### config.mk
export PLATFORM = sky130hd
export DESIGN_NAME = debounce_scan_scheduler
export DESIGN_NICKNAME = d
export VERILOG_FILES = /design/src/rtl/debounce_scan_scheduler.sv
export SDC_FILE = /design/constraint.sdc
export NUM_CORES = 1
export LEC_CHECK = 0
export ABC_AREA = 1
export BUFFER_PORTS_ARGS = -buffer_cell sky130_fd_sc_hd__buf_2
export CAP_MARGIN = 40
export CORE_MARGIN = 3
export CORE_UTILIZATION = 40
export DETAILED_ROUTE_END_ITERATION = 16
export PLACE_DENSITY = 0.66
export SETUP_SLACK_MARGIN = 0.05
export SLEW_MARGIN = 20
export SYNTH_ARGS = -nofsm -noshare
export SYNTH_HDL_FRONTEND = slang
export SYNTH_SLANG_ARGS = --single-unit
export TNS_END_PERCENT = 100
### constraint.sdc
create_clock -name clk -period 2.4 [get_ports clk]
set_input_delay 0.6 -clock clk [delete_from_list [all_inputs] [get_ports clk]]
set_output_delay 0.6 -clock clk [all_outputs]
set_load 0.01 [all_outputs]
### src/rtl/debounce_scan_scheduler.sv
// rtl/debounce_scan_scheduler.sv - round-robin multi-channel debouncer with one shared validate/lockout sequencer
module debounce_scan_scheduler #(
  parameter int Channel_Count         = 4,
  parameter int Validation_Wait_Slots = 10,
  parameter int Lockout_Slots         = 20
) (
  input  logic                             clk,
  input  logic                             sync_rst,
  input  logic                             clk_en,
  input  logic                             scan_enable,
  input  logic [Channel_Count-1:0]         io_in,
  output logic [Channel_Count-1:0]         debounced_level,
  output logic [Channel_Count-1:0]         level_change,
  output logic [$clog2(Channel_Count)-1:0] active_channel,
  output logic                             scan_wrap
);

  localparam int MAX_SLOTS = (Validation_Wait_Slots > Lockout_Slots) ? Validation_Wait_Slots : Lockout_Slots;
  localparam int CNT_W     = $clog2(MAX_SLOTS + 1);
  localparam int PTR_W     = $clog2(Channel_Count);
  localparam logic [CNT_W-1:0] VAL_LIMIT  = CNT_W'(Validation_Wait_Slots);
  localparam logic [CNT_W-1:0] LOCK_LIMIT = CNT_W'(Lockout_Slots);
  localparam logic [PTR_W-1:0] LAST_CH    = PTR_W'(Channel_Count - 1);

  typedef enum logic [1:0] {
    ST_IDLE,
    ST_VALIDATE,
    ST_LOCKOUT
  } ch_state_t;

  ch_state_t        state_q [Channel_Count];
  logic [CNT_W-1:0] cnt_q   [Channel_Count];

  ch_state_t        cur_state;
  ch_state_t        nxt_state;
  logic [CNT_W-1:0] cur_cnt;
  logic [CNT_W-1:0] cnt_inc;
  logic [CNT_W-1:0] nxt_cnt;
  logic             sample;
  logic             cur_level;
  logic             accept;
  logic             slot;
  logic             ptr_last;

  assign slot     = clk_en && scan_enable;
  assign ptr_last = (active_channel == LAST_CH);

  // Only the channel under the scan pointer is evaluated; everything else is held in the arrays.
  always_comb begin
    cur_state = state_q[active_channel];
    cur_cnt   = cnt_q[active_channel];
    cnt_inc   = cur_cnt + CNT_W'(1);
    sample    = io_in[active_channel];
    cur_level = debounced_level[active_channel];
    nxt_state = cur_state;
    nxt_cnt   = cur_cnt;
    accept    = 1'b0;
    case (cur_state)
      ST_IDLE: begin
        if (sample != cur_level) begin
          if (Validation_Wait_Slots == 1) begin
            accept    = 1'b1;
            nxt_state = ST_LOCKOUT;
            nxt_cnt   = '0;
          end else begin
            nxt_state = ST_VALIDATE;
            nxt_cnt   = CNT_W'(1);
          end
        end
      end
      ST_VALIDATE: begin
        if (sample == cur_level) begin
          nxt_state = ST_IDLE;
          nxt_cnt   = '0;
        end else if (cnt_inc == VAL_LIMIT) begin
          accept    = 1'b1;
          nxt_state = ST_LOCKOUT;
          nxt_cnt   = '0;
        end else begin
          nxt_cnt = cnt_inc;
        end
      end
      ST_LOCKOUT: begin
        if (cnt_inc == LOCK_LIMIT) begin
          nxt_state = ST_IDLE;
          nxt_cnt   = '0;
        end else begin
          nxt_cnt = cnt_inc;
        end
      end
      default: begin
        nxt_state = ST_IDLE;
        nxt_cnt   = '0;
      end
    endcase
  end

  always_ff @(posedge clk) begin
    if (!sync_rst) begin
      for (int i = 0; i < Channel_Count; i++) begin
        state_q[i] <= ST_IDLE;
        cnt_q[i]   <= '0;
      end
      debounced_level <= '0;
      level_change    <= '0;
      active_channel  <= '0;
      scan_wrap       <= 1'b0;
    end else begin
      // Pulses drop on every edge they are not re-set, enabled or not.
      level_change <= '0;
      scan_wrap    <= 1'b0;
      if (slot) begin
        state_q[active_channel] <= nxt_state;
        cnt_q[active_channel]   <= nxt_cnt;
        if (accept) begin
          debounced_level[active_channel] <= ~cur_level;
          level_change[active_channel]    <= 1'b1;
        end
        active_channel <= ptr_last ? '0 : active_channel + PTR_W'(1);
        scan_wrap      <= ptr_last;
      end
    end
  end

endmodule

; ---- After elaboration in Yosys (flattened, before gate mapping)
; Memory sizes are Yosys's and may differ from the RTL's. A register that Yosys moved wholly into a read port is not among the register bits.
; Cells that the tools add are included.
; Widths: inputs -> output; s select.
[word_totals]
out_inout_bits = 11
regBits = 11
mem_bits_rw = 28
mem_count = 2
[mem_list]
columns = name, depth, word_bits, read_ports, rd_ports_with_merged_regs, write_ports, line
row1 = cnt_q, 4, 5, 1, 1, 4, 32  ; logic [CNT_W-1:0] cnt_q [Channel_Count];
row2 = state_q, 4, 2, 1, 1, 4, 31  ; ch_state_t state_q [Channel_Count];
[classes]
eq_ne = 7
n_lt_le_gt_ge = 2
n_addsub = 2
bitwise = 1
reduce_logical = 8
mux = 35
[ops]
columns = cell, n
row1 = $mux 5, 5
row2 = $mux 2, 12
row3 = $pmux 5 s3, 1
row4 = $mux 1, 12
row5 = $pmux 2 s3, 1
row6 = $add 5x1->5 const B, 1
row7 = $eq 5x4->1 const B, 1
row8 = $eq 5x5->1 const B, 1
row9 = $reduce_or 5->1, 1
row10 = $bmux 1 s2, 2
row11 = $bwmux 4, 1
row12 = $eq 2x2->1 const B, 2
row13 = $reduce_and 2->1, 2
row14 = $lt 2x3->1 const B, 1
row15 = $reduce_and 3->1, 1
row16 = $add 2x1->2 const B, 1
row17 = $demux 1 s2, 1
row18 = $eq 2x1->1 const B, 1
row19 = $ge 2x1->1 const B, 1
row20 = $logic_and 1x1->1, 2
row21 = $logic_not 2->1, 1
row22 = $reduce_or 2->1, 1
row23 = $eq 1x1->1, 1
row24 = $ne 1x1->1, 1
row25 = $not 1->1, 1

; ---- Logic depth before layout (Yosys ltp)
; Gate-level depths: netlist of the first run.
[depth]
ltp_word = 6
ltp_mapped = 20

; ---- Worst setup path after synthesis of the first run
; No wires, ideal clock.
[synth_path]
path_type = register to register
start = register with a tool-made name
end = memory cnt_q[1][0] (netlist bit), data pin
t_arrival_ns = 1.799
n_path_buf = 2
period_less_slack_ns = 2.060
path_stages_with_launch = 21
required_ns = 2.140
path_slack_ns = 0.340
path_cell_list = dfxtp_1 > buf_6 > inv_8 > buf_12 > nand2_2 > nand2_1 > nand2_1 > nand2_2 > ha_1 > inv_1 > nand2_1 > nand2_1 > nand2_2 > inv_1 > nand3_1 > nand2_1 > nand2_1 > nand2_1 > nand2_1 > nand2_1 > nor2_1
[synth_rtl]
columns = item, line
row1 = to (decl), 32

==> results.md, run 1 <==
* Die area at 6690 µm²
* Die width at 81.8 µm
* Antenna violations before repair at 0
* Clk_skew at 0.00349 ns
* Worst VDD drop at 0.000277 V
* RSZ-0062 raised after global routing: no
* Inst Count DP at 370
* Final setup violation count at 0
* Seq/Total Area, Yosys at 47.9%
* Synth Area per Inst at 8.18 µm²
* Worst skew pair latency at 0.29 ns
* Max-cap violations at 0
* Global Route Usage Sum at 15.9%
* Clk buf depth at 2
* CTS tree: done
* Worst min-delay path startpoint: debounced_level[1]$_SDFFE_PN0P_
* CTS Root Cell: clkbuf_8
* R2R Setup Slk at 0.26 ns
* Area grow syn2layout at 12.3%
* Via Count at 1804
* Hold path depth at 2
* Area leader, netlist: edfxtp_1
* Critical path class: flop to flop
* Req. time, crit path at 2.46 ns
* Total CTS buffers at 5
* Drt drc at 0
* Number of port buffers at 18
* Worst reg2reg path depth at 15
* Filler Cells Inserted at 539
* Critical path endpoint category: flop
* Sum Neg Setup Slack at 0 ns
* Fin. Hold Viols at 0
* Flops & latches, synth at 41
* PwrDens at 624 nW/µm²
* R2R Path End: cnt_q[2][0]$_SDFFCE_PN0P_
* Global-route wire length before repair at 7980 µm
* CP Launch Type: flop
* Ranking of synthesized cells by area: edfxtp_1 (37%), nand2_1 (15%), dfxtp_1 (11%)
* Vias in the first global route at 1730
* Path type of the worst min-delay path: flop to flop
* Share of cells above drive strength 1 at 22.7%
* Antenna-violating nets left at 0
* Routability cong. at 0.835
* CP Max Fanout at 7
* Final net count at 322
* Final slew viol count at 0
* Worst slew pin tran at 0.397 ns
* Fin cells at 379
* Diode count at 0
* Largest net degree at the start of global routing at 18
* CORE AREA at 5340 µm²
* WHS Endpoint: debounced_level[1]$_SDFFE_PN0P_
* Share of the synthesized area in the top cell type at 36.6%
* Syn_nets at 295
* First-pass detailed-route iteration total at 4
* Final wirelength at 4770 µm
* Final Cycle Share at 89.3%
* Leak at 1.19 nW
* Rel. slew slack at 73.5%
* Initial core utilization at 43.1%
* Die height at 81.8 µm
* Post-synthesis cell count at 281
* Row count at 26
* Yosys warnings at 0
* DR vias/cell at 4.76
* # clock sinks at 41
* Gr ovfl total at 0
* Min cycle time layout at 2.14 ns
* Post-DP HPWL at 3500 µm
* Drt wl/cell at 12.6 µm
* Arr. time, crit path at 2.20 ns
* Htree depth at 2
* Initial DRC Count at 122
* Netlist cell types at 25
* Clock slew at the register clock pins of the worst setup and hold paths at 0.08 ns
* Multi-input logic area at 1010 µm²
* Synthesized cell area at 2300 µm²
* Fmax achieved at 466 MHz
* CTS Hold Bufs at 0
* Status: finished clean
* I/O Pins at 19
* Reg area at 1110 µm²
[report_power, final]
part           internal (mW)  switching, mW
clock network          0.312          0.251
logic                 0.0794          0.164
registers              0.784         0.0186
[layer usage]
layer | track usage, % | wire length [µm]
met1 | 20.4 | 2140
met2 | 27.2 | 2390
met3 | 2.96 | 187
met4 | 4.65 | 55
met5 | 0 | 0
[how the worst max path moves through the flow]
stage / endpoint / start / cells past startpoint / slack (ns)
CTS: cnt_q[2][0]$_SDFFCE_PN0P_ / flop / 15 / 0.13
detailed placement: cnt_q[2][0]$_SDFFCE_PN0P_ / flop / 18 / 0.07
floorplan: cnt_q[1][0]$_SDFFCE_PN0P_ / flop / 20 / 0.34
global route: cnt_q[2][0]$_SDFFCE_PN0P_ / flop / 17 / 0.07
finish: cnt_q[2][0]$_SDFFCE_PN0P_ / flop / 15 / 0.26
global placement: cnt_q[2][0]$_SDFFCE_PN0P_ / flop / 18 / 0.13
[through the flow]
step,setup WS (ns),hold slack (ns),total power [mW],utilization [%],cell area (µm²)
global placement,0.130,0.496,1.06,45.7,2440
CTS,0.127,0.532,1.61,47.9,2560
detailed placement,0.0663,0.505,1.06,45.7,2440
finish,0.256,0.531,1.61,48.3,2580
global route,0.0701,0.562,1.68,48.3,2580
floorplan,0.340,0.533,1.01,-,2300
[placed cells by master (no fill, tap or decap), types with 2 or more instances in the layout]
cell type,netlist,layout
nand3_2,4,4
nor2_2,3,2
nand2_1,93,90
a21oi_1,4,4
nand2_2,13,16
nand3_1,24,24
nor2_4,3,4
buf_4,0,8
nor2_1,40,40
o21ai_0,7,7
edfxtp_1,28,28
clkbuf_8,1,5
inv_2,3,3
o21ai_2,2,2
ha_1,6,5
buf_2,0,18
inv_1,25,25
dfxtp_1,13,11
[logic make-up after synthesis]
kind of cell             after synthesis  share of synthesized area, %
AO/OA/AOI/OAI                         16                          3.98
XOR/XNOR                               1                         0.708
adder cells (fa/ha/maj)                6                          3.27
buffers and inverters                 35                          8.88
flip-flops                            41                          47.9
AND/OR/NAND/NOR                      182                          35.2
[synthesized netlist by cell type, drive strengths merged]
cell type / n
a21oi: 4
buf: 5
clkbuf: 1
dfxtp: 13
edfxtp: 28
ha: 6
inv: 29
nand2: 107
nand3: 28
nor2: 46
nor3: 1
o21ai: 10
o21bai: 1
o22ai: 1
xnor2: 1
[flip-flops by register name, summed over array words and instances (netlist names), named ones only]
name             count
scan_wrap            1
cnt_q               20
debounced_level      4
state_q              8
active_channel       2
level_change         4
[final cells by class]
type,instances,share of cell area (%)
multi-input combinational,205,39.1
tap,70,3.40
clock buffer,6,2.81
timing repair buffer,26,5.82
sequential,41,42.9
clock inverter,2,1.50
inverter,29,4.51
[critical path, stage by stage, from the launching register on]
cell and delay [ns]:
dfxtp_2 0.39, buf_4 0.19, nand2_1 0.08, nand2_2 0.11, ha_2 0.21, inv_1 0.06, nor2_1 0.14, nand3_1 0.08
nand2_1 0.08, nand3_1 0.12, nand2_1 0.10, nand2_1 0.07, nand2_1 0.07, nand2_1 0.05, nand2_2 0.11, nor2_1 0.06
[what timing repair did]
| item | CTS | global route |
|---|---|---|
| setup endpoints to repair | 5 | 18 |
| gates cloned | 0 | 0 |
| pin swaps | 0 | 0 |
| setup buffers | 0 | 1 |
| resized for setup | 2 | 6 |
Power figures use the tool's default switching activity.
==> run 2, diff against run 1 <==
--- a/config.mk
+++ b/config.mk
@@ -9,9 +9,10 @@
 export BUFFER_PORTS_ARGS = -buffer_cell sky130_fd_sc_hd__buf_2
 export CAP_MARGIN = 40
 export CORE_MARGIN = 3
-export CORE_UTILIZATION = 40
+export CORE_UTILIZATION = 45
+export CTS_CLUSTER_SIZE = 20
 export DETAILED_ROUTE_END_ITERATION = 16
-export PLACE_DENSITY = 0.66
+export PLACE_DENSITY = 0.72
 export SETUP_SLACK_MARGIN = 0.05
 export SLEW_MARGIN = 20
 export SYNTH_ARGS = -nofsm -noshare
==> run 2 against run 1 <==
  * Combinational power increased by 4%
  * Total power decreased by 4.9%
  * Clock power decreased by 16%
  * Setup slack improved by 0.018 ns
  * Clock skew increased by 0.0050 ns
  * Worst hold slack got worse by 0.011 ns
  * First-iteration DRC count decreased by 48%
  * Register-to-register slack improved by 0.02 ns
  * Cell count decreased by 0.53%
  * Sequential power about the same
  * Core utilization increased by 5.2 points
  * Count of clock-buffer cells in the layout decreased by 1
  * Highest routed layer unchanged
==> results.md, run 2 (synthesized netlist as in run 1, its figures left out) <==
* Status: finished clean
* Global Route Usage Sum at 16.9%
* Sw Share at 29.7%
* Critical path class: flop to flop
* Final wirelength at 4670 µm
* Leak at 1.19 nW
* Crit path largest cell delay at 0.42 ns
* Worst reg2reg path depth at 18
* Min cycle time layout at 2.13 ns
* Number of port buffers at 18
* Largest regs: cnt_q x20, state_q x8
* Pre-CTS WS at 0.0106 ns
* Initial core utilization at 47.7%
* Worst min-delay path startpoint: debounced_level[2]$_SDFFE_PN0P_
* R2R Path End: cnt_q[3][1]$_DFFE_PP_
* WHS Endpoint: debounced_level[2]$_SDFFE_PN0P_
* Internal power at 1.08 mW
* I/O Pins at 19
* Hold path depth at 2
* CP Launch Type: flop
* Arr. time, crit path at 2.19 ns
* Fin. Hold Viols at 0
* CP most frequent cell: nand2_1
* Antenna violations before repair at 0
* Post-DP HPWL at 3390 µm
* Leading cell type in the layout, fill and taps excluded: nand2_1
* CTS tree: done
* Sum Neg Setup Slack at 0 ns
* Worst VDD drop at 0.000458 V
* Worst-path cell chain: inv_8 -> nand2_1 -> nand3_1 -> nand2_2 -> inv_2 -> ha_4 -> inv_1 -> nand2_1 -> nand2_2 -> nand2_2 -> inv_1 -> nand3_1 -> nand2_1 -> nand2_1 -> nand2_1 -> nand2_1 -> nand2_2 -> inv_1
* Clock Power Share at 31.1%
* P_sw at 0.455 mW
* Via Count at 1794
* Clock slew at the register clock pins of the worst setup and hold paths at 0.09 ns
* Diode count at 0
* Largest Register: cnt_q
* Post-CTS setup buffers at 0
* Drt drc at 0
* Critical path endpoint category: flop
* CTS Root Cell: clkbuf_8
* Sequential share of power at 52.4%
* Final Cycle Share at 88.6%
* CP Max Fanout at 17
* Path type of the worst min-delay path: flop to flop
* Clk_skew at 0.00847 ns
* R2R Setup Slk at 0.27 ns
* Antenna-violating nets left at 0
* Initial DRC Count at 63
* Clk buf depth at 2
* Worst skew pair latency at 0.30 ns
* Final slew viol count at 0
* Fmax achieved at 470 MHz
* Rel. slew slack at 72.5%
* Vias in the first global route at 1679
* RSZ-0062 raised after global routing: no
* # clock sinks at 41
* Die width at 77.5 µm
* Share of cells above drive strength 1 at 23.9%
* Critical path's slowest cell: dfxtp_4
* Setup ws final at 0.274 ns
* Most frequent cells in the layout: nand2_1 (89), nor2_1 (39), edfxtp_1 (28), nand3_1 (24), inv_1 (24)
* Htree depth at 2
* Req. time, crit path at 2.47 ns
* Global-route wire length before repair at 7800 µm
* Die height at 77.5 µm
* First-pass detailed-route iteration total at 4
* Worst slew pin tran at 0.411 ns
* PwrDens at 593 nW/µm²
* Largest net degree at the start of global routing at 18
* Gr ovfl total at 0
* Final net count at 323
* CTS Hold Bufs at 0
* Combinational share of power at 16.5%
* Row count at 25
* Routability cong. at 0.872
* Area grow syn2layout at 12.3%
* Drt wl/cell at 12.4 µm
* Final setup violation count at 0
* Filler Cells Inserted at 464
* Max-cap violations at 0
* CORE AREA at 4820 µm²
* Max reg flops at 20
* Total CTS buffers at 5
* Die area at 6000 µm²
* DR vias/cell at 4.76
[run 2: area by class of cell]
cell class	count	area (µm²)	share of cell area (%)
flip-flops and latches	41	1100	42.8
multi-input cells	205	1020	39.6
repair buffers	27	158	6.11
inverters	29	116	4.51
well taps	67	83.8	3.25
clock buffers	5	68.8	2.67
clock inverters	3	25.0	0.970
[run 2: how the worst max path moves through the flow]
stage | startpoint | end | slack, ns | cells after the start
final | flop | cnt_q[3][1]$_DFFE_PP_ | 0.27 | 18
after floorplan | flop | cnt_q[1][0]$_SDFFCE_PN0P_ | 0.34 | 20
after global placement | flop | cnt_q[1][1]$_SDFFCE_PN0P_ | 0.13 | 18
after CTS | flop | state_q[3][0]$_DFFE_PP_ | 0.12 | 14
after global routing | flop | cnt_q[2][1]$_SDFFCE_PN0P_ | 0.07 | 18
after detailed placement | flop | state_q[3][0]$_DFFE_PP_ | 0.01 | 14
[run 2: timing repair]
action | CTS | global route
gates resized for setup | 1 | 10
pin swaps | 0 | 1
endpoints found under the setup margin | 20 | 27
gates cloned | 0 | 0
[run 2: layer usage]
metal / vias to the layer above / global-route usage [%] / part of all wire (%)
met2: 35 / 27.5 / 45
met5: - / 0 / 0
met4: 0 / 9.96 / 3.4
li1: 945 / - / -
met1: 801 / 20.5 / 48
met3: 13 / 3.60 / 3.7
[run 2: stage by stage]
step | std cells | hold slack (ns) | utilization [%] | instance area (µm²) | power, mW
after floorplan | 281 | 0.533 | - | 2300 | 1.01
after global placement | 369 | 0.489 | 50.9 | 2450 | 1.06
after detailed placement | 369 | 0.505 | 50.9 | 2450 | 1.06
after CTS | 377 | 0.525 | 52.9 | 2550 | 1.53
after global routing | 377 | 0.550 | 53.5 | 2580 | 1.60
final | 377 | 0.520 | 53.5 | 2580 | 1.53
[run 2: worst max-delay path, delay by kind of cell (launching register included)]
kind	cells	cell delay (ns)
adders and majority gates	1	0.16
buffers and inverters	5	0.32
DFF	1	0.42
and+or+nand+nor	12	1.00
[run 2: power by group through the flow]
| stage | clock, mW | sequential [mW] | combinational (mW) |
|---|---|---|---|
| floorplan | 0 | 0.812 | 0.198 |
| global placement | 0 | 0.818 | 0.240 |
| detailed placement | 0 | 0.818 | 0.242 |
| CTS | 0.480 | 0.802 | 0.244 |
| global route | 0.509 | 0.805 | 0.288 |
| finish | 0.475 | 0.801 | 0.253 |
==> run 3, diff against run 2 <==
--- a/config.mk
+++ b/config.mk
@@ -9,10 +9,10 @@
 export BUFFER_PORTS_ARGS = -buffer_cell sky130_fd_sc_hd__buf_2
 export CAP_MARGIN = 40
 export CORE_MARGIN = 3
-export CORE_UTILIZATION = 45
+export CORE_UTILIZATION = 59
 export CTS_CLUSTER_SIZE = 20
 export DETAILED_ROUTE_END_ITERATION = 16
-export PLACE_DENSITY = 0.72
+export PLACE_DENSITY = 0.88
 export SETUP_SLACK_MARGIN = 0.05
 export SLEW_MARGIN = 20
 export SYNTH_ARGS = -nofsm -noshare
==> constraint.sdc (replaced) <==
create_clock -name clk -period 2 [get_ports clk]
set_input_delay 0.5 -clock clk [delete_from_list [all_inputs] [get_ports clk]]
set_output_delay 0.5 -clock clk [all_outputs]
set_load 0.01 [all_outputs]
==> run 3 against run 2 <==
  * The run now ends with negative setup slack left
  * Total power is 38% higher
  * Sequential power is 21% higher
  * Worst hold slack hardly changed
  * Count of clock-buffer cells in the layout is 1 higher
  * Setup slack worse by 0.35 ns
  * Die area is 22% lower
  * Flip-flop and latch count stayed put
  * Critical endpoint is now debounced_level[1]$_SDFFE_PN0P_
  * Largest cell class is now multi-input combinational cells
==> results.md, run 3 (synthesized netlist as in run 1, its figures left out) <==
* Status: finished, violations left
* Violated checks: negative setup slack
* Total CTS buffers at 5
* Leak at 1.39 nW
* CP delay by family, top: simple AND/OR/NAND/NOR gates
* Htree depth at 2
* Critical path class: flop to flop
* Worst slew pin tran at 0.417 ns
* Worst-path cell chain: inv_8 -> buf_12 -> buf_12 -> nand2_2 -> nand3_1 -> nand2_2 -> nand2_2 -> nor2_4 -> nand3_2 -> nor2_2 -> buf_6 -> nand3_2 -> nand2_1 -> nor2_1
* R2R Path End: debounced_level[1]$_SDFFE_PN0P_
* Share of cells above drive strength 1 at 42.0%
* Path type of the worst min-delay path: flop to flop
* CP Launch Type: flop
* Drt wl/cell at 16.1 µm
* Final setup violation count at 17
* Leading cell type in the layout, fill and taps excluded: nand2_1
* Final Cycle Share at 104%
* Critical path endpoint category: flop
* CP Max Fanout at 10
* Diode count at 0
* WP buf/inv at 4
* Via Count at 2108
* Arr. time, crit path at 2.28 ns
* Die height at 68.4 µm
* Min cycle time layout at 2.08 ns
* Area grow syn2layout at 28.5%
* Max reg flops at 20
* CTS tree: done
* CORE AREA at 3720 µm²
* Req. time, crit path at 2.20 ns
* Drt drc at 0
* Global Route Usage Sum at 26.4%
* RSZ-0062 raised after global routing: yes
* Clk_skew at 0.00522 ns
* CTS Root Cell: clkbuf_8
* Critical path's slowest cell: dfxtp_4
* Fmax achieved at 481 MHz
* Number of port buffers at 18
* Antenna-violating nets left at 0
* Rel. slew slack at 71.9%
* # clock sinks at 41
* Gr ovfl total at 0
* PwrDens at 714 nW/µm²
* Post-DP HPWL at 3840 µm
* Row count at 22
* Largest regs: cnt_q x20, state_q x8
* Initial DRC Count at 181
* Largest net degree at the start of global routing at 14
* R2R Setup Slk at -0.08 ns
* Final net count at 349
* Largest Register: cnt_q
* Number of cells on the critical path at 14
* Worst skew pair latency at 0.31 ns
* Routability cong. at 0.891
* Worst VDD drop at 0.000663 V
* Most frequent cells in the layout: nand2_1 (66), nand2_2 (35), nor2_1 (35), buf_4 (30), edfxtp_1 (28)
* Clk buf depth at 2
* Hold path depth at 2
* Die width at 68.4 µm
* I/O Pins at 19
* Fin. Hold Viols at 0
* First-pass detailed-route iteration total at 5
* Worst reg2reg path depth at 14
* Antenna violations before repair at 0
* Setup ws final at -0.0805 ns
* Final wirelength at 6190 µm
* Max-cap violations at 0
* DR vias/cell at 5.49
* Vias in the first global route at 1853
* Filler Cells Inserted at 223
* Global-route wire length before repair at 8750 µm
* Die area at 4680 µm²
* Hold_ws at 0.520 ns
* Design Power at 2.11 mW
* Crit path largest cell delay at 0.44 ns
* CP Capture Point: debounced_level[1]$_SDFFE_PN0P_
* Clock slew at the register clock pins of the worst setup and hold paths at 0.08 ns
* CP most frequent cell: nand2_2
* Initial core utilization at 61.8%
* Final slew viol count at 0
run 3: what timing repair did:
item                       in CTS  in global routing
setup buffers                   2                 12
pin swaps                       6                  9
gates resized for setup        14                 43
setup endpoints to repair      28                 35
hold buffers                    0                  0
run 3: report_power, final:
| part | switching (mW) | internal, mW |
|---|---|---|
| Sequential | 0.0285 | 0.941 |
| Combinational | 0.272 | 0.177 |
| Clock | 0.313 | 0.375 |
| Total | 0.613 | 1.49 |
run 3: cell type report:
| type | instances | area (µm²) | share of cell area, % |
|---|---|---|---|
| clock buffers | 6 | 72.6 | 2.46 |
| clock inverters | 2 | 38.8 | 1.31 |
| inverters | 29 | 119 | 4.03 |
| multi-input cells | 205 | 1160 | 39.4 |
| flip-flops and latches | 41 | 1110 | 37.6 |
| well taps | 48 | 60.1 | 2.03 |
| repair buffers | 53 | 389 | 13.2 |
run 3: how the worst min path moves through the flow:
stage                                               start                         endpoint  slack (ns)
after floorplan           debounced_level[2]$_SDFFE_PN0P_  debounced_level[2]$_SDFFE_PN0P_        0.53
after global placement    debounced_level[1]$_SDFFE_PN0P_  debounced_level[1]$_SDFFE_PN0P_        0.50
after detailed placement  debounced_level[3]$_SDFFE_PN0P_  debounced_level[3]$_SDFFE_PN0P_        0.50
after CTS                                        sync_rst       level_change[1]$_SDFF_PN0_        0.51
after global routing                             sync_rst       level_change[0]$_SDFF_PN0_        0.54
final                     debounced_level[3]$_SDFFE_PN0P_  debounced_level[3]$_SDFFE_PN0P_        0.52
run 3: tightest hold or removal path: cells and delay by family, from the launching register on:
family	cells	cell delay [ns]
flops	1	0.36
simple gates	1	0.08
compound gates	1	0.05
run 3: routing by layer:
metal / vias up / routed length, µm / track usage (%)
met5: - / 0 / 0
met4: 0 / 226 / 10.2
met3: 29 / 447 / 6.08
met2: 127 / 3110 / 47.3
met1: 953 / 2420 / 30.2
li1: 999 / - / -
run 3: stage by stage:
step	util, %	setup WS (ns)	instances	instance area (µm²)	setup TNS [ns]
global placement	69.1	-0.0117	362	2570	-0.0378
finish	79.4	-0.0805	384	2950	-0.771
detailed placement	69.1	-0.0800	362	2570	-0.844
floorplan	-	0.0379	281	2320	0
CTS	73.4	0.0385	372	2730	0
global route	79.4	-0.187	384	2950	-3.55
